**config.mk**
```make
export PLATFORM = sky130hd
export DESIGN_NAME = dmux16_8_sched
export DESIGN_NICKNAME = d
export VERILOG_FILES = /design/src/rtl/dmux16_8_sched.sv
export SDC_FILE = /design/constraint.sdc
export NUM_CORES = 1
export LEC_CHECK = 0
export ABC_CLOCK_PERIOD_IN_PS = 4600
export CORE_MARGIN = 4
export CORE_UTILIZATION = 40
export DETAILED_ROUTE_END_ITERATION = 12
export GPL_ROUTABILITY_DRIVEN = 0
export PLACE_DENSITY = 0.77
export SYNTH_ARGS = -nofsm -noshare
export SYNTH_HDL_FRONTEND = slang
export SYNTH_SLANG_ARGS = --single-unit
```
**constraint.sdc**
```tcl
create_clock -name clk -period 4.6 [get_ports clk]
set_input_delay 0.92 -clock clk [delete_from_list [all_inputs] [get_ports clk]]
set_output_delay 0.92 -clock clk [all_outputs]
set_load 0.005 [all_outputs]
```
**src/rtl/dmux16_8_sched.sv**
```systemverilog
`default_nettype none
// ============================================================================
//  Module   : dmux16_8_sched
//  Purpose  : Sequencing controller for a 16-bit 1-to-8 demultiplexer.
//             Accepts words on a valid/ready port, steers each word to one
//             of 8 destinations (addressed or round-robin), holds a one-hot
//             valid until the destination accepts, and drops words whose
//             destination stalls past TIMEOUT cycles.
//  Revision : 1.0 - initial release
// ============================================================================
module dmux16_8_sched #(
  parameter int WIDTH   = 16,
  parameter int TIMEOUT = 15,
  parameter int CNT_W   = 8
) (
  input  logic             clk,
  input  logic             rst_n,
  input  logic             in_valid,
  output logic             in_ready,
  input  logic [WIDTH-1:0] in_data,
  input  logic [2:0]       in_dest,
  input  logic             rr_mode,
  input  logic [7:0]       out_ready,
  output logic [2:0]       dmux_sel,
  output logic [WIDTH-1:0] dmux_a,
  output logic [7:0]       out_valid,
  output logic             busy,
  output logic             drop_pulse,
  output logic [CNT_W-1:0] drop_count
);

  // Wait counter only needs to reach TIMEOUT-1; it saturates when the
  // timeout is disabled so it can never wrap into a false match.
  localparam int WC_W = (TIMEOUT > 1) ? $clog2(TIMEOUT) : 1;
  localparam logic [WC_W-1:0] WC_LAST = WC_W'((TIMEOUT > 0) ? (TIMEOUT - 1) : 0);
  localparam bit TO_EN = (TIMEOUT != 0);

  localparam logic [0:0] ST_IDLE = 1'b0;
  localparam logic [0:0] ST_SEND = 1'b1;

  logic [0:0]      state;
  logic [2:0]      rr_ptr;
  logic [WC_W-1:0] wait_cnt;

  logic       sel_ready;
  logic       accept;
  logic       handshake;
  logic       timeout_hit;
  logic [2:0] next_dest;

  // Selected destination's ready closes the loop back to the upstream port,
  // which is what allows one word per cycle while in SEND.
  assign sel_ready   = out_ready[dmux_sel];
  assign in_ready    = (state == ST_IDLE) | sel_ready;
  assign accept      = in_valid & in_ready;
  assign handshake   = (state == ST_SEND) & sel_ready;
  assign timeout_hit = TO_EN & (state == ST_SEND) & ~sel_ready & (wait_cnt == WC_LAST);
  assign next_dest   = rr_mode ? rr_ptr : in_dest;
  assign busy        = (state == ST_SEND);

  // Main sequencer: word load, handshake/timeout resolution and drop stats.
  always_ff @(posedge clk) begin
    if (!rst_n) begin
      state      <= ST_IDLE;
      rr_ptr     <= 3'd0;
      dmux_sel   <= 3'd0;
      dmux_a     <= '0;
      out_valid  <= 8'd0;
      drop_pulse <= 1'b0;
      drop_count <= '0;
      wait_cnt   <= '0;
    end else begin
      drop_pulse <= 1'b0;
      if (accept) begin
        // New word: valid in IDLE, or in SEND when the held word hands off.
        state     <= ST_SEND;
        dmux_sel  <= next_dest;
        dmux_a    <= in_data;
        out_valid <= 8'b1 << next_dest;
        wait_cnt  <= '0;
        if (rr_mode) begin
          rr_ptr <= rr_ptr + 3'd1;
        end
      end else if (handshake) begin
        state     <= ST_IDLE;
        dmux_a    <= '0;
        out_valid <= 8'd0;
        wait_cnt  <= '0;
      end else if (timeout_hit) begin
        state      <= ST_IDLE;
        dmux_a     <= '0;
        out_valid  <= 8'd0;
        wait_cnt   <= '0;
        drop_pulse <= 1'b1;
        if (drop_count != {CNT_W{1'b1}}) begin
          drop_count <= drop_count + 1'b1;
        end
      end else if (state == ST_SEND) begin
        if (wait_cnt != {WC_W{1'b1}}) begin
          wait_cnt <= wait_cnt + 1'b1;
        end
      end
    end
  end

endmodule
`default_nettype wire

```
# Word-level counts from Yosys, hierarchy flattened
# Index checks and enable logic that the tools add are counted.
[word_totals]
output_inout_bits = 38
in_bits = 31
reg_bits = 44
[classes]
magnitude_cmp = 1
reduce_logical = 6
n_eq_ne = 3
shifts = 1
bitwise = 10
addsub = 3
muxes = 13
[ops]
columns = ["cell", "n"]
rows = [
  ["two-way mux 16 bit", 3],
  ["two-way mux 8 bit", 3],
  ["adder 8 x 1 -> 8 bit (second input constant)", 1],
  ["!= test 8 bit (second input constant)", 1],
  ["<< shifter 1 x 3 -> 8 bit (first input constant)", 1],
  ["two-way mux 1 bit", 5],
  ["inverter 1 bit", 5],
  ["adder 4 x 1 -> 4 bit (second input constant)", 1],
  ["bitwise AND 1 bit", 4],
  ["equality test 4 bit (second input constant)", 1],
  ["< comparator 3 x 4 -> 1 bit (second input constant)", 1],
  ["!= test 4 bit (second input constant)", 1],
  ["AND reduction 2 bit", 2],
  ["AND reduction 4 bit", 1],
  ["OR reduction 4 bit", 1],
  ["adder 3 x 1 -> 3 bit (second input constant)", 1],
  ["binary-select mux 1 bit (select 3 bit)", 1],
  ["two-way mux 3 bit", 1],
  ["nonzero test 3 bit", 1],
  ["OR reduction 3 bit", 1],
  ["bitwise OR 1 bit", 1],
]

# Depth between registers and ports, before layout
# Gate-level depths: netlist (run 1).
[depth]
word_depth = 8
depth_mapped = 9
depth_no_buf = 6

# Worst setup path before layout (run 1)
# No wires, ideal clock.
[synth_timing]
path_type = "input to output"
from = "input out_ready[5]"
to = "output in_ready"
path_slack_ps = 1921
path_buffers = 2
stages = 6
t_arrival_ps = 1759
required_ps = 3680
cell_sequence = "mux2i_1 nand3b_1 a41oi_2 inv_2 buf_6 buf_2"
[synth_via]
elab_chain_cells = 3
[synth_rtl]
columns = ["element", "line_no", "source"]
rows = [
  ["from (decl)", "23", "input logic [7:0] out_ready,"],
  ["binary-select mux 1 bit (select 3 bit)", "53", "assign sel_ready = out_ready[dmux_sel];"],
  ["two-way mux 1 bit (not written as such)", "53", ""],
  ["bitwise OR 1 bit", "54", "assign in_ready = (state == ST_IDLE) | sel_ready;"],
  ["to (decl)", "19", "output logic in_ready,"],
]
# No other way between the ends. The select of a mux whose other input is x is not followed.

# Final worst setup path (run 1)
# Same ends and word-level chain as after synthesis.

==> reports/metrics.csv, run 1 <==
metric;value;unit
cellPowerDensity;321.1;mW/mm^2
r2r_cells;6;
startpoint_type;input pin;
slew_violations;0;
die_height;76.75;um
min_path_cells;1;
cts.repair.resized;0;
die_w;76.75;um
setup_tns;0;ns
syn_area;0.001891;sq mm
overflow;0;
ioPinCount;69;
pre_cts_ws;1.028;ns
rows;24;
synth_most_common_cell;dfxtp_1;
yosys_warnings;0;
worst_setup_path_end_kind;output pin;
max_freq;0.2797;GHz
use_met3;5.152;%
rsz0062_at_grt;no;
drc;0;
clock_skew;0.005276;ns
portBuffers;68;
cts_sinks;44;
syn_to_final_growth;42.49;%
synth_area_leader_cell;dfxtp_1;
utilization;60.21;%
synth_edf_count;0;
cap_violations;0;
period_needed;3.575;ns
critPathRequiredTime;3.68;ns
top_usage_layer;met2;
syn_nets;227;
leakagePower;0.0009775;uW
dp_hpwl;3427;um
grt_pass1_vias;1530;
cts_root_buf;clkbuf_8;
initial_utilization;42.25;%
worstSetupPathType;in -> out;
coreArea;0.004474;sq mm
first_pass_iters;4;
worst_slack;1.025;ns
hold_viol;0;
clk_pin_slew;0.08;ns
first_iter_violations;83;
cts_max_level;2;
num_vias;1643;
crit_fanout;24;
syn_inst;192;
worstMarginPinSlew;0.9927;ns
setup_viol;0;
post_cts_buffers;0;
wire_per_inst;15.01;um
drive_gt1_share;5.469;%
synthTopCellsByCount;dfxtp_1 (44), a22o_1 (16), nand2_1 (16), mux2i_1 (13), nor2_1 (10);
cts_buffers;5;
irDropWorstVdd;0.1554;mV
diodes;0;
synth.area.top_cells;dfxtp_1 (47%), a22o_1 (7.4%), mux2i_1 (6.9%);
via_per_inst;5.334;
min_path_type;reg -> reg;
fin_nets;291;
yosys_most_used_dff;dfxtp_1;
cts_buffer_depth;2;
totalWireLength;4622;um
clock_latency;0.29;ns
use_met1;20.59;%
final_antenna_net_count;0;
ctsHoldBuffers;0;
maxSlewHeadroom;33.81;%
outcome;finished clean;
die_area;0.005891;sq mm
synth_area_per_cell;9.847;sq um
cts_tree;yes;
ys_seq_area_share;46.59;%
grt_max_degree;25;
antenna_found_initial;0;
fin_crit_sh;77.71;%
synthArstFlopShare;0;%
grt_pass1_wl;7665;um
grtUsageTotal;16.08;%
grt_util_met2;25.17;%
netlist-cell-type-count;39;
yosysTopAreaCellShare;46.59;%
worstPathArrival;2.65;ns
synth_seq_cells;44;
## metal layers
metal	up-vias	part of all wire, %
li1	829	-
met1	775	46
met2	34	47
met3	5	4.6
met4	0	1.5
met5	-	0
## power by group
part	switching [uW]	internal, uW
clock	124	214
combinational	48.4	69.0
sequential	13.0	397
total	186	679
## placed cells by master, fill, tap and decap left out, types with 4 or more instances in the layout
master / netlist / final
a21oi_1: 7 / 7
a22o_1: 16 / 16
and3_1: 4 / 4
clkbuf_8: 0 / 5
clkdlybuf4s50_1: 0 / 68
dfxtp_1: 44 / 44
ha_1: 4 / 4
inv_1: 9 / 9
mux2i_1: 13 / 13
nand2_1: 16 / 16
nand3_1: 8 / 8
nor2_1: 10 / 10
o21ai_0: 5 / 5
o2bb2ai_1: 6 / 6
## state kept, by name (all words and copies together) (netlist names)
register	count
rr_ptr	3
drop_pulse	1
dmux_a	16
wait_cnt	4
busy	1
out_valid	8
dmux_sel	3
drop_count	8
## stage by stage
| stage | std cells | hold slack [ns] | instance area (sq um) | power, uW |
|---|---|---|---|---|
| after global placement | 301 | 0.4465 | 2565 | 534.3 |
| after CTS | 308 | 0.4732 | 2694 | 880.6 |
| after floorplan | 192 | 0.4423 | 1891 | 474.9 |
| after global routing | 308 | 0.4905 | 2694 | 905.5 |
| after detailed placement | 301 | 0.4464 | 2565 | 536.8 |
| final | 308 | 0.4676 | 2694 | 865.0 |
## area by class of cell
| class | instances | area, sq um |
|---|---|---|
| clock buffers | 5 | 68.82 |
| repair buffers | 69 | 688.2 |
| inverters | 10 | 37.54 |
| multi-input cells | 126 | 893.4 |
| clock inverters | 2 | 60.06 |
| fillers | 381 | 1780 |
| flip-flops and latches | 44 | 880.8 |
| well taps | 52 | 65.06 |
## path summary, 6_finish.rpt
check                      end         start  slack [ns]
setup / recovery      in_ready  out_ready[5]        1.03
hold / removal    out_valid[2]  out_valid[2]        0.47
setup reg to reg    dmux_a[15]   dmux_sel[0]        2.09
hold reg to reg   out_valid[2]  out_valid[2]        0.47
## logic make-up (layout without fill, tap and decap cells)
logic type	Yosys count	after routing	synth area share, %
adders and majority gates	4	4	2.647
and+or+nand+nor	56	56	15.55
AOI/OAI and AO/OA	50	50	20.78
muxes	13	13	6.883
DFF	44	44	46.59
xor gates and xnor gates	3	3	1.390
buffers and inverters	22	86	6.154
## critical path, stage by stage
cell and delay (ns):
clkdlybuf4s50_1 0.46, mux2i_1 0.07, nand3b_1 0.11, a41oi_2 0.17, inv_2 0.34, clkdlybuf4s50_1 0.58
(Power assumes the default switching activity.)
==> run 2, diff against run 1 <==
--- a/config.mk
+++ b/config.mk
@@ -5,7 +5,7 @@
 export SDC_FILE = /design/constraint.sdc
 export NUM_CORES = 1
 export LEC_CHECK = 0
-export ABC_CLOCK_PERIOD_IN_PS = 4600
+export ABC_CLOCK_PERIOD_IN_PS = 3720
 export CORE_MARGIN = 4
 export CORE_UTILIZATION = 40
 export DETAILED_ROUTE_END_ITERATION = 12
==> constraint.sdc (replaced) <==
create_clock -name clk -period 3.72 [get_ports clk]
set_input_delay 0.744 -clock clk [delete_from_list [all_inputs] [get_ports clk]]
set_output_delay 0.744 -clock clk [all_outputs]
set_load 0.005 [all_outputs]
==> run 2 against run 1 <==
- sequential share of layout area is 0.17 points higher
- critical path depth stayed put
- largest cell class unchanged
- total power is 16% higher
- register-to-register slack worse by 0.83 ns
- sequential power is 24% higher
- global-route usage is 0.24 points lower
- flip-flop and latch count stayed put
==> reports/metrics.csv, run 2 (synthesis gave the netlist of run 1 again) <==
metric;value;unit;change
cellPowerDensity;374.6;mW/mm^2;+17%
cts.repair.resized;0;;unchanged
grt_pass1_vias;1562;;+2.1%
worstSetupPathType;in -> out;;
min_path_type;reg -> reg;;
period_needed;2.960;ns;
grt_pass1_wl;7617;um;-0.63%
overflow;0;;unchanged
p_seq_share;50.5;%;+3.1 points
setup_viol;0;;unchanged
initial_utilization;42.25;%;unchanged
irDropWorstVdd;0.2354;mV;+51%
clock_latency;0.29;ns;about the same
cts_sinks;44;;unchanged
die_w;76.75;um;unchanged
startpoint_type;input pin;;
most-common-layout-cells;clkdlybuf4s50_1 (68), dfxtp_1 (44), nand2_1 (16), a22o_1 (16), mux2i_1 (13);;
first_iter_violations;63;;-24%
clock_skew;0.004433;ns;-0.0008428 ns
drive_gt1_share;5.814;%;+0.35 points
clk_pin_slew;0.08;ns;about the same
dp_hpwl;3341;um;-2.5%
coreArea;0.004474;sq mm;unchanged
worst_setup_path_end_kind;output pin;;
drc;0;;unchanged
fin_crit_sh;79.56;%;
final_antenna_net_count;0;;unchanged
diodes;0;;unchanged
worstMarginPinSlew;0.9339;ns;-0.05877 ns
die_area;0.005891;sq mm;unchanged
placed_area;0.002572;sq mm;+0.29%
worstPathArrival;2.22;ns;-0.43 ns
totalWireLength;4547;um;-1.6%
p_switching;227.9;uW;+23%
cts_buffer_depth;2;;unchanged
p_comb_share;14.5;%;+0.9 points
first_pass_iters;4;;unchanged
num_vias;1669;;+1.6%
grtUsageTotal;15.84;%;-0.24 points
final_area;0.002680;sq mm;-0.51%
largest_register;dmux_a;;
ctsHoldBuffers;0;;unchanged
critPathRequiredTime;2.98;ns;-0.70 ns
maxSlewHeadroom;37.73;%;+3.9 points
cts_root_buf;clkbuf_8;;
outcome;finished clean;;
wire_per_inst;14.67;um;-2.3%
leakagePower;0.0009727;uW;-0.48%
antenna_found_initial;0;;unchanged
p_sw_share;22.70;%;+1.2 points
hold_viol;0;;unchanged
layout_commonest_cell;clkdlybuf4s50_1;;
via_per_inst;5.384;;+0.93%
cts_tree;yes;;
ioPinCount;69;;unchanged
portBuffers;68;;unchanged
max_freq;0.3379;GHz;
rows;24;;unchanged
slew_violations;0;;unchanged
cts_buffers;5;;unchanged
rsz0062_at_grt;no;;
crit_fanout;3;;-88%
die_height;76.75;um;unchanged
setup_tns;0;ns;unchanged
fin_nets;292;;+0.34%
reg_top3;dmux_a x16, drop_count x8, out_valid x8;;
syn_to_final_growth;41.76;%;
post_cts_buffers;0;;unchanged
clockPowerShare;35.0;%;-4.1 points
grt_max_degree;25;;unchanged
cts_max_level;2;;unchanged
cellInternalPower;776.2;uW;+14%
largest_register_ffs;16;;unchanged
cap_violations;0;;unchanged
run 2: final cells by class:
class	instances	area [sq um]
repair buffers	70	695.7
clock inverters	2	35.03
well taps	52	65.06
multi-input cells	126	893.4
fillers	401	1794
flip-flops and latches	44	880.8
inverters	10	37.54
clock buffers	6	72.57
run 2: final timing paths:
path / cells past startpoint / slack [ns] / start / endpoint
worst max-delay path: 6 / 0.76 / out_ready[4] / in_ready
worst min-delay path: 1 / 0.47 / out_valid[0] / out_valid[0]
worst max register to register: 7 / 1.26 / dmux_sel[0] / dmux_a[1]
worst min register to register: 1 / 0.47 / out_valid[0] / out_valid[0]
run 2: through the flow:
step / setup slack, ns / hold WS, ns / total power, uW / std cells / util (%)
floorplan: 1.393 / 0.4423 / 587.2 / 192 / -
global placement: 0.7461 / 0.4480 / 662.4 / 302 / 57.49
detailed placement: 0.6942 / 0.4472 / 664.3 / 302 / 57.49
CTS: 0.7520 / 0.4712 / 1015 / 310 / 59.90
global route: 0.6608 / 0.4883 / 1049 / 310 / 59.90
finish: 0.7602 / 0.4650 / 1004 / 310 / 59.90
run 2: worst max-delay path: stages:
cell and delay, ns:
clkdlybuf4s50_1 0.40, mux2i_1 0.12, nand3b_1 0.11, a41oi_2 0.30
inv_2 0.06, clkdlybuf4s50_1 0.48
run 2: power groups by stage:
stage	combinational, uW	sequential, uW	clock, uW
floorplan	71.7	515	0
global placement	144	518	0
detailed placement	146	518	0
CTS	147	507	361
global route	160	510	378
finish	146	507	351
run 2: metal layers:
metal	share of wire [%]	vias up	GRT usage (%)	routed length [um]
met5	0	-	0	0
met4	1.5	0	5.978	67
met3	4.7	6	4.333	214
met2	48	36	25.26	2181
met1	46	800	20.33	2084
li1	-	827	-	-
==> run 3, diff against run 2 <==
--- a/config.mk
+++ b/config.mk
@@ -5,12 +5,12 @@
 export SDC_FILE = /design/constraint.sdc
 export NUM_CORES = 1
 export LEC_CHECK = 0
-export ABC_CLOCK_PERIOD_IN_PS = 3720
+export ABC_CLOCK_PERIOD_IN_PS = 2500
 export CORE_MARGIN = 4
 export CORE_UTILIZATION = 40
 export DETAILED_ROUTE_END_ITERATION = 12
 export GPL_ROUTABILITY_DRIVEN = 0
-export PLACE_DENSITY = 0.77
+export PLACE_DENSITY = 0.8
 export SYNTH_ARGS = -nofsm -noshare
 export SYNTH_HDL_FRONTEND = slang
 export SYNTH_SLANG_ARGS = --single-unit
==> constraint.sdc (replaced) <==
create_clock -name clk -period 2.5 [get_ports clk]
set_input_delay 0.5 -clock clk [delete_from_list [all_inputs] [get_ports clk]]
set_output_delay 0.5 -clock clk [all_outputs]
set_load 0.005 [all_outputs]
==> run 3 against run 2 <==
- critical path depth is the same
- worst hold slack gained 0.0037 ns
- clock-buffer cell count shrank 1
- sequential power grew 49%
- cell area grew 2.2%
- wire length grew 1.2%
- global-route usage grew 0.30 points
- clock skew grew 0.0036 ns
- sequential share of layout area shrank 0.66 points
- clock power grew 57%
- largest cell class unchanged
- largest power group unchanged
- highest routed layer unchanged
==> reports/metrics.csv, run 3 (synthesis gave the netlist of run 1 again) <==
metric;value;unit;change
num_vias;1670;;+0.060%
final_antenna_net_count;0;;unchanged
rsz0062_at_grt;no;;
totalWireLength;4600;um;+1.2%
wire_per_inst;14.60;um;-0.44%
clk_pin_slew;0.09;ns;about the same
setup_tns;0;ns;unchanged
cts_root_buf;clkbuf_8;;
clock_latency;0.30;ns;about the same
first_iter_violations;68;;+7.9%
grt_max_degree;25;;unchanged
outcome;finished clean;;
die_w;76.75;um;unchanged
startpoint_type;input pin;;
fin_nets;297;;+1.7%
reg_top3;dmux_a x16, drop_count x8, out_valid x8;;
power;1537;uW;+53%
cts_sinks;44;;unchanged
max_freq;0.4180;GHz;
cellPowerDensity;561.2;mW/mm^2;+50%
placed_area;0.002615;sq mm;+1.7%
crit_fanout;3;;unchanged
clock_skew;0.007989;ns;+0.003556 ns
grt_pass1_vias;1644;;+5.2%
antenna_found_initial;0;;unchanged
worstPathArrival;1.89;ns;-0.33 ns
overflow;0;;unchanged
leakagePower;0.001001;uW;+2.9%
final_area;0.002739;sq mm;+2.2%
worst_slack;0.1077;ns;-0.6525 ns
maxSlewHeadroom;60.04;%;+22 points
worstSetupPathType;in -> out;;
irDropWorstVdd;0.2890;mV;+23%
drc;0;;unchanged
cts_tree;yes;;
pre_cts_ws;0.08392;ns;-0.6103 ns
cts_max_level;2;;unchanged
dp_hpwl;3491;um;+4.5%
most-common-layout-cells;clkdlybuf4s50_1 (68), dfxtp_1 (43), nand2_1 (16), a22o_1 (16), mux2i_1 (13);;
diodes;0;;unchanged
min_path_type;reg -> reg;;
slew_violations;0;;unchanged
critPathRequiredTime;2.00;ns;-0.98 ns
grtUsageTotal;16.13;%;+0.30 points
layout_commonest_cell;clkdlybuf4s50_1;;
drive_gt1_share;8.365;%;+2.6 points
coreArea;0.004474;sq mm;unchanged
portBuffers;68;;unchanged
die_area;0.005891;sq mm;unchanged
grt_pass1_wl;7700;um;+1.1%
fin_crit_sh;95.69;%;
setup_viol;0;;unchanged
via_per_inst;5.302;;-1.5%
initial_utilization;42.25;%;unchanged
cap_violations;0;;unchanged
first_pass_iters;4;;unchanged
ioPinCount;69;;unchanged
hold_viol;0;;unchanged
largest_register_ffs;16;;unchanged
rows;24;;unchanged
worst_setup_path_end_kind;output pin;;
cts_buffers;5;;unchanged
period_needed;2.392;ns;
cts_buffer_depth;2;;unchanged
syn_to_final_growth;44.87;%;
largest_register;dmux_a;;
worstMarginPinSlew;0.5994;ns;-0.3346 ns
die_height;76.75;um;unchanged
ctsHoldBuffers;0;;unchanged
[run 3: changes by cell type in the layout (fill, tap and decap cells not counted), sizes merged]
cell	change
buf	+5
clkbuf	-1
clkinv	-1
clkinvlp	+1
inv	+1
[run 3: report_power, final]
group	switching (uW)	leakage (uW)	internal (uW)
logic	92.0	0.000587	140
registers	23.8	0.000359	730
clock network	250	0.0000548	301
total	366	0.00100	1170
[run 3: layout make-up]
class | count | area, sq um
clock buffer | 5 | 68.82
tap | 52 | 65.06
inverter | 10 | 37.54
multi-input combinational | 126 | 893.4
sequential | 44 | 882.1
clock inverter | 3 | 46.29
fill | 381 | 1735
timing repair buffer | 75 | 745.7
[run 3: worst paths after layout]
path | endpoint | startpoint | cells after the start | slack [ns]
worst max-delay path | in_ready | out_ready[5] | 6 | 0.11
worst max register to register | dmux_a[10] | dmux_sel[0] | 7 | 0.52
worst min register to register | out_valid[4] | out_valid[4] | 1 | 0.47
worst min-delay path | out_valid[4] | out_valid[4] | 1 | 0.47
[run 3: stage by stage]
step | hold slack [ns] | utilization [%] | instances
final | 0.4687 | 61.21 | 315
after global routing | 0.4944 | 61.21 | 315
after CTS | 0.4734 | 61.02 | 314
after detailed placement | 0.4460 | 58.45 | 306
after global placement | 0.4476 | 58.45 | 306
after floorplan | 0.4423 | - | 192
[run 3: repair_timing]
item | in CTS | in global routing
setup buffers | 0 | 1
resized for setup | 0 | 1
setup endpoints to repair | 0 | 1
[run 3: critical path, cell delays in order]
cell and delay, ns:
clkdlybuf4s50_1 0.40, mux2i_1 0.13, nand3b_1 0.10, a41oi_2 0.22, inv_2 0.07, clkdlybuf4s50_1 0.47
[run 3: per-layer routing]
layer	share of wire (%)	vias up	global-route usage (%)
li1	-	838	-
met2	48	48	25.96
met4	2.5	0	9.239
met1	45	776	19.46
met5	0	-	0
met3	4.7	8	4.098
